[src/rtl/cache_fill_arbiter.sv]
// Miss handler arbitrating I/D-cache block fills onto the shared memory read port.
// Optional ARB_ROUND_ROBIN_EN: round-robin tie-break instead of fixed D-cache priority.
module cache_fill_arbiter #(
  parameter int ADDR_W      = 16,
  parameter int BLOCK_WORDS = 8
) (
  input  logic                           clk,
  input  logic                           rst,
  input  logic                           i_miss,
  input  logic [ADDR_W-1:0]              i_miss_addr,
  input  logic                           d_miss,
  input  logic [ADDR_W-1:0]              d_miss_addr,
  output logic                           mem_en,
  output logic [ADDR_W-1:0]              mem_addr,
  input  logic                           mem_data_valid,
  output logic                           fill_sel_d,
  output logic                           data_wen,
  output logic [$clog2(BLOCK_WORDS)-1:0] fill_word,
  output logic                           tag_wen,
  output logic                           i_busy,
  output logic                           d_busy,
  output logic                           fill_done_i,
  output logic                           fill_done_d
);

  localparam int OFF_W = $clog2(BLOCK_WORDS);
  localparam int CNT_W = OFF_W + 1;

  typedef enum logic [1:0] {IDLE, ISSUE, DRAIN, DONE} state_t;

  state_t              state, state_nxt;
  logic                sel_d;
  logic [ADDR_W-1:0]   base;
  logic [CNT_W-1:0]    tx_cnt, rx_cnt;
  logic                grant, grant_d;
  logic                rx_full, rx_last, tx_last;
  logic [ADDR_W-1:0]   grant_addr;

`ifdef ARB_ROUND_ROBIN_EN
  logic last_grant;  // 1 = D-cache was served last

  always_ff @(posedge clk or posedge rst) begin
    if (rst)
      last_grant <= 1'b0;
    else if (state == DONE)
      last_grant <= sel_d;
  end

  always_comb grant_d = d_miss & (~i_miss | ~last_grant);
`else
  always_comb grant_d = d_miss;
`endif

  always_comb begin
    grant      = (state == IDLE) & (i_miss | d_miss);
    grant_addr = grant_d ? d_miss_addr : i_miss_addr;
    rx_full    = (rx_cnt == CNT_W'(BLOCK_WORDS));
    tx_last    = (tx_cnt == CNT_W'(BLOCK_WORDS - 1));
  end

  // Responses only count while a fill is in flight and the block is not yet full.
  always_comb begin
    data_wen = mem_data_valid & ((state == ISSUE) | (state == DRAIN)) & ~rx_full;
    rx_last  = rx_full | (data_wen & (rx_cnt == CNT_W'(BLOCK_WORDS - 1)));
  end

  always_comb begin
    state_nxt = state;
    case (state)
      IDLE:    if (grant) state_nxt = ISSUE;
      ISSUE:   if (tx_last) state_nxt = rx_last ? DONE : DRAIN;
      DRAIN:   if (rx_last) state_nxt = DONE;
      DONE:    state_nxt = IDLE;
      default: state_nxt = IDLE;
    endcase
  end

  always_ff @(posedge clk or posedge rst) begin
    if (rst) begin
      state  <= IDLE;
      sel_d  <= 1'b0;
      base   <= '0;
      tx_cnt <= '0;
      rx_cnt <= '0;
    end else begin
      state <= state_nxt;
      if (grant) begin
        sel_d  <= grant_d;
        base   <= grant_addr & ~ADDR_W'(2 * BLOCK_WORDS - 1);
        tx_cnt <= '0;
        rx_cnt <= '0;
      end else begin
        if (state == ISSUE) tx_cnt <= tx_cnt + 1'b1;
        if (data_wen)       rx_cnt <= rx_cnt + 1'b1;
      end
    end
  end

  always_comb begin
    mem_en      = 1'b0;
    mem_addr    = '0;
    tag_wen     = 1'b0;
    fill_done_i = 1'b0;
    fill_done_d = 1'b0;
    case (state)
      ISSUE: begin
        mem_en   = 1'b1;
        mem_addr = base | ADDR_W'({tx_cnt[OFF_W-1:0], 1'b0});
      end
      DONE: begin
        tag_wen     = 1'b1;
        fill_done_i = ~sel_d;
        fill_done_d = sel_d;
      end
      default: ;
    endcase
  end

  always_comb begin
    fill_sel_d = sel_d;
    fill_word  = rx_cnt[OFF_W-1:0];
    i_busy     = i_miss | ((state != IDLE) & ~sel_d);
    d_busy     = d_miss | ((state != IDLE) & sel_d);
  end

endmodule

[config.mk]
export PLATFORM = sky130hd
export DESIGN_NAME = cache_fill_arbiter
export DESIGN_NICKNAME = d
export VERILOG_FILES = /design/src/rtl/cache_fill_arbiter.sv
export SDC_FILE = /design/constraint.sdc
export NUM_CORES = 1
export LEC_CHECK = 0
export CAP_MARGIN = 20
export CORE_MARGIN = 5
export CORE_UTILIZATION = 45
export CTS_BUF_LIST = sky130_fd_sc_hd__clkbuf_8
export CTS_CLUSTER_DIAMETER = 50
export DETAILED_ROUTE_END_ITERATION = 7
export PLACE_DENSITY = 0.87
export SYNTH_ARGS = -nofsm -noshare
export SYNTH_HDL_FRONTEND = slang
export SYNTH_SLANG_ARGS = --single-unit
[constraint.sdc]
create_clock -name clk -period 4.8 [get_ports clk]
set_clock_uncertainty 0.2 [all_clocks]
set_input_delay 0.48 -clock clk [delete_from_list [all_inputs] [get_ports clk]]
set_output_delay 0.48 -clock clk [all_outputs]
set_load 0.03 [all_outputs]
==> results of run 1 <==
==> cells by family after synthesis <==
logic type | after synthesis | synth area share, %
compound gates | 26 | 11.7
xor+xnor | 5 | 3.24
fa+ha+maj | 7 | 6.48
buf+inv | 16 | 6.11
flops | 23 | 42.6
mux | 14 | 10.5
other cells | 1 | 0.278
simple gates | 52 | 19.2
==> area by class of cell <==
type                    count  share of cell area, %
multi-input cells         105                   36.2
flip-flops and latches     23                   30.0
repair buffers             54                   28.2
clock buffers               3                   2.16
well taps                  31                   2.02
inverters                   6                   1.18
clock inverters             1                  0.196
==> Yosys cell counts <==
| cell | n |
|---|---|
| o211ai_2 | 1 |
| o21bai_1 | 1 |
| o311ai_1 | 1 |
| mux2_1 | 1 |
| a41oi_1 | 1 |
| buf_2 | 3 |
| a21oi_1 | 3 |
| nor2_1 | 10 |
| ha_1 | 7 |
| o21ai_2 | 1 |
| mux2i_1 | 13 |
| a31oi_1 | 1 |
| inv_1 | 6 |
| and2_2 | 1 |
| nand3b_1 | 2 |
| xor2_1 | 3 |
| buf_4 | 5 |
| o21ai_0 | 15 |
| a211oi_1 | 1 |
| conb_1 | 1 |
| dfrtp_1 | 23 |
| nand4_1 | 1 |
| nor2b_1 | 1 |
| xnor2_1 | 2 |
| nand2b_1 | 1 |
| a21o_1 | 1 |
| nand2_1 | 17 |
| nand3_1 | 2 |
| clkbuf_1 | 2 |
| and2_1 | 17 |
==> layer usage <==
layer	track usage [%]	vias to the layer above	wire length, um
met4	5.80	0	29
li1	-	570	-
met3	2.42	2	153
met2	29.6	30	1710
met1	19.5	534	1270
met5	0	-	0
==> sequential cells by signal (all words and copies together) (netlist names) <==
name,count
rx_cnt,4
base,12
state,2
fill_sel_d,1
tx_cnt,4
==> worst min-delay path, cell delays in order, from the launching register on <==
cell and delay (ps):
dfrtp_1 340, nand2_1 40, o21ai_0 60
==> stage by stage <==
step	utilization, %	instance area [um2]	setup slack [ps]	power, mW
floorplan	-	1350	2450	0.784
global placement	66.1	1870	1790	0.981
detailed placement	66.1	1870	1680	1.01
CTS	67.7	1920	1740	1.13
global route	67.7	1920	1660	1.21
finish	67.7	1920	1750	1.12
==> worst max-delay path by stage <==
| stage | startpoint | endpoint | slack, ps | cells past startpoint |
|---|---|---|---|---|
| 6_report | d_miss | d_busy | 1750 | 3 |
| 5_1_grt | d_miss | d_busy | 1660 | 3 |
| 4_1_cts | d_miss | d_busy | 1740 | 3 |
| 3_5_place_dp | d_miss | state[0] | 1680 | 5 |
| 3_3_place_gp | d_miss | d_busy | 1790 | 3 |
| 2_1_floorplan | state[1] | mem_addr[15] | 2450 | 5 |
==> power by group <==
group	switching [mW]	internal [mW]
Combinational	0.380	0.280
Sequential	0.0629	0.280
Clock	0.0590	0.0570
Total	0.502	0.617
==> key figures, run 1 <==
Outcome
  • Status: completed

Power
  • P_leak: 0.864 nW
  • PD cells: 584 nW/um2
  • Worst vdd ir: 0.356 mV

Yosys
  • Largest area contributor in the netlist: dfrtp_1
  • Cells after synthesis: 144
  • Synth Cell Area: 1350 um2
  • Syn avg cell area: 9.38 um2
  • Sequential share of the synthesized area: 42.6%
  • Synthesis warning total: 0
  • Synth Register Bits: 23
  • Syn_nets: 188
  • Top-area cell type share of the netlist area: 42.6%
  • Ranking of synthesized cells by area: dfrtp_1, mux2i_1, and2_1
  • Unique masters post-synth: 30

Floorplan
  • Width of the die: 64.8 um
  • Ports: 64
  • Initial Utilization: 47.8%
  • Area of the die: 4200 um2
  • Core Footprint: 2830 um2
  • Die Ht: 64.8 um
  • Cell Rows: 19

Finish
  • Reg area: 576 um2
  • Fin cells: 223
  • Ratio of cells with drive above 1 in the final layout: 3.13%
  • Multi-input gate area: 693 um2
  • Commonest non-fill, non-tap cells in the layout: clkdlybuf4s50_1, dfrtp_1, nand2_1, and2_1, o21ai_0
  • Area Growth Syn to Fin: 41.8%
  • Fill count: 230
  • Fin nets: 237
  • Commonest non-fill, non-tap cell in the layout: clkdlybuf4s50_1
  • Antenna cell count: 0

Critical path
  • Crit path DAT: 2370 ps
  • CP Data Required Time: 4120 ps
  • Worst path max stage delay: 1080 ps
  • Worst reg2reg startpoint: state[0]
  • Worst Path Buf+Inv: 2
  • Most used cell, CP: clkdlybuf4s50_1
  • Reg2reg path depth: 6
  • CP Capture Type: output pin
  • Crit path kind: primary input to output pin
  • Crit path launch type: primary input
  • Crit path max fanout: 17
  • Reg2reg end: state[1]
  • Setup slack, reg-to-reg: 2740 ps
  • Largest delay share family, worst path: buffers and inverters
  • Slowest cell on crit path: clkdlybuf4s50_1
  • Crit path cell chain: clkdlybuf4s50_1 -> a21o_1 -> clkdlybuf4s50_1

Clock network
  • Post-CTS Hold Fix Bufs: 0
  • Maximum clock path buffer count: 2
  • # resized after CTS: 0
  • CTS tree: built
  • Clk slew on worst S/H paths: 80 ps
  • Clock Latency Late Sink: 250 ps
  • Num CTS Buffers: 3
  • Clock root cell: clkbuf_8
  • H-tree level count: 1
  • Sink count of the clock tree: 23
  • Post-CTS Setup Bufs: 0

Min path
  • Hold path start: base[4]
  • Worst hold endpoint: base[4]
  • Hold Path Class: register to register
  • Hold path depth: 2

STA
  • Setup violators final: 0
  • Setup TNS: 0 ps
  • Fin. Hold Viols: 0
  • Max Clock Freq: 328 MHz
  • Post-layout min period: 3050 ps
  • Relative slew slack: 38.0%
  • Pins Over Slew Limit: 0
  • Period Utilization, post-route: 63.6%
  • RSZ-0062 raised after global routing: no
  • Slew @ Worst Pin: 927 ps
  • Hold_ws: 275 ps

Drt
  • Wirelength, routed: 3160 um
  • Wire per inst: 14.2 um
  • DRT iter0 DRCs: 58
  • Drc violations: 0
  • ANT nets after route: 0
  • Via/cell ratio: 5.09
  • TritonRoute pass-1 iters: 4
  • Total number of vias: 1136

Global routing
  • Initial antenna violation count: 0
  • Total grt overflow: 0
  • Largest net degree at the start of global routing: 27
  • Vias in the first global route: 1213
  • Total Routing Usage GR: 16.3%
  • First-pass GRT wire length: 5400 um

Placed design
  • IO Port Bufs: 54
  • Detailed placement HPWL: 2510 um
  • GP Congestion: 0.762
  • Dpl cells: 219

Run
  • Max-Cap Viols: 0
Power figures use the tool's default switching activity.
==> run 2: changes to the inputs <==
CORE_UTILIZATION = 38   (was 45)
PLACE_DENSITY = 0.78   (was 0.87)
clock period = 2.8 ns   (was 4.8 ns; I/O delays follow)
==> run 2 against run 1 <==
Against the previous run: register-to-register slack worse by 2000 ps; first-iteration DRC count down 47%; critical path depth rose by 2; critical endpoint is now data_wen.
==> key figures, run 2 (same netlist as run 1, synthesis figures left out) <==
Outcome
  • Status: completed

Critical path
  • Crit path kind: register to output pin
  • Crit path DAT: 2140 ps (-230 ps)
  • Setup slack, reg-to-reg: 790 ps (-1950 ps)
  • Slowest cell on crit path: clkdlybuf4s50_1
  • CP Data Required Time: 2320 ps (-1800 ps)
  • CP Capture Type: output pin
  • Crit path launch type: register
  • Crit path max fanout: 5 (-12)
  • Crit path cell chain: inv_1 -> ha_1 -> and2_2 -> and2_1 -> clkdlybuf4s50_1
  • Worst path max stage delay: 690 ps (-390 ps)

STA
  • Max Clock Freq: 381 MHz
  • Hold_ws: 274 ps (-1.05 ps)
  • Fin. Hold Viols: 0 (unchanged)
  • Period Utilization, post-route: 93.7%
  • Post-layout min period: 2620 ps
  • Pins Over Slew Limit: 0 (unchanged)
  • Setup TNS: 0 ps (unchanged)
  • Slew @ Worst Pin: 863 ps (-63.6 ps)
  • Relative slew slack: 42.4% (+4.4 points)
  • Post-route setup slack: 176 ps (-1570 ps)
  • RSZ-0062 raised after global routing: no
  • Setup violators final: 0 (unchanged)

Finish
  • Antenna cell count: 0 (unchanged)
  • Commonest non-fill, non-tap cells in the layout: clkdlybuf4s50_1, dfrtp_1, nand2_1, and2_1, o21ai_0
  • Commonest non-fill, non-tap cell in the layout: clkdlybuf4s50_1
  • Ratio of cells with drive above 1 in the final layout: 5.64% (+2.5 points)
  • Fin nets: 240 (+1.3%)
  • Largest register FFs: 12 (unchanged)
  • Largest registers: base (12), rx_cnt (4), tx_cnt (4)
  • Area Growth Syn to Fin: 45.1%
  • Fin cells: 241 (+8.1%)
  • Biggest register: base

Placed design
  • Dpl cells: 237 (+8.2%)
  • IO Port Bufs: 54 (unchanged)
  • GP Congestion: 0.809 (+6.1%)
  • Detailed placement HPWL: 2520 um (+0.38%)
  • DP Worst Slack: 411 ps (-1270 ps)

Min path
  • Hold Path Class: register to register

Drt
  • Wirelength, routed: 3150 um (-0.44%)
  • ANT nets after route: 0 (unchanged)
  • Drc violations: 0 (unchanged)
  • TritonRoute pass-1 iters: 4 (unchanged)
  • Wire per inst: 13.1 um (-7.9%)
  • DRT iter0 DRCs: 31 (-47%)
  • Via/cell ratio: 4.76 (-6.6%)
  • Total number of vias: 1147 (+0.97%)

Floorplan
  • Die Ht: 69.6 um (+7.5%)
  • Initial Utilization: 39.9% (-7.9 points)
  • Cell Rows: 21 (+2)
  • Width of the die: 69.6 um (+7.5%)
  • Core Footprint: 3390 um2 (+20%)
  • Ports: 64 (unchanged)
  • Area of the die: 4850 um2 (+15%)

Power
  • PD cells: 992 nW/um2 (+70%)
  • Worst vdd ir: 0.474 mV (+33%)
  • Overall power: 1.94 mW (+74%)
  • P_leak: 0.876 nW (+1.3%)

Global routing
  • Vias in the first global route: 1210 (-0.25%)
  • Largest net degree at the start of global routing: 26 (-3.7%)
  • First-pass GRT wire length: 5400 um (unchanged)
  • Total grt overflow: 0 (unchanged)
  • Total Routing Usage GR: 13.5% (-2.8 points)
  • Initial antenna violation count: 0 (unchanged)

Clock network
  • Sink count of the clock tree: 23 (unchanged)
  • CTS tree: built
  • H-tree level count: 1 (unchanged)
  • Maximum clock path buffer count: 2 (unchanged)
  • Clock root cell: clkbuf_8
  • Num CTS Buffers: 3 (unchanged)
  • Clock Latency Late Sink: 260 ps (about the same)
  • Clk slew on worst S/H paths: 80 ps (about the same)

Run
  • Max-Cap Viols: 0 (unchanged)
==> run 2: changes by cell type in the layout (fill, tap and decap cells not counted) <==
cell      delta
ha_1         -1
clkinv_2     +1
ha_2         +1
inv_1        -1
buf_4        +3
==> run 2: worst max-delay path, delay by kind of cell, from the launching register on <==
family / cells / cell delay [ps]
adders and majority gates: 1 / 320
DFF: 1 / 440
and+or+nand+nor: 2 / 340
buffers and inverters: 2 / 780
==> run 2: final timing paths <==
path                                  end  startpoint  depth (start not counted)
min in group asynchronous         base[7]         rst                          2
worst max-delay path             data_wen    state[0]                          5
worst max register to register   state[1]    state[0]                          6
worst min register to register    base[4]     base[4]                          2
worst min-delay path              base[4]     base[4]                          2
max in group asynchronous       rx_cnt[0]         rst                          2
==> run 2: final cells by class <==
cell class	instances	area, um2
Timing Repair Buffer	57	563
Sequential cell	23	576
Clock inverter	1	5.00
Clock buffer	3	41.3
Multi-Input combinational cell	105	696
Tap cell	46	57.6
Fill cell	282	1430
Inverter	6	22.5
==> run 2: timing repair <==
item,4_1_cts,5_1_grt
setup buffers,0,0
gates resized for setup,0,1
setup endpoints to repair,0,1
hold buffers,0,0
==> run 2: per-stage QoR <==
step / utilization [%] / instance area, um2
after global routing: 57.8 / 1960
after detailed placement: 56.4 / 1910
final: 57.8 / 1960
after CTS: 57.8 / 1960
after floorplan: - / 1350
after global placement: 56.4 / 1910
==> run 2: routing by layer <==
metal  routed length [um]  global-route usage [%]  vias up  share of wire [%]
li1                     -                       -      576                  -
met1                 1230                    14.9      533                 39
met2                 1720                    25.7       32                 54
met3                  144                    1.88        6                4.6
met4                   56                    5.11        0                1.8
met5                    0                       0        -                  0
==> run 2: power breakdown <==
group | switching (mW) | leakage, nW | internal [mW]
logic | 0.649 | 0.560 | 0.498
clock network | 0.105 | 0.0255 | 0.0993
registers | 0.112 | 0.290 | 0.480
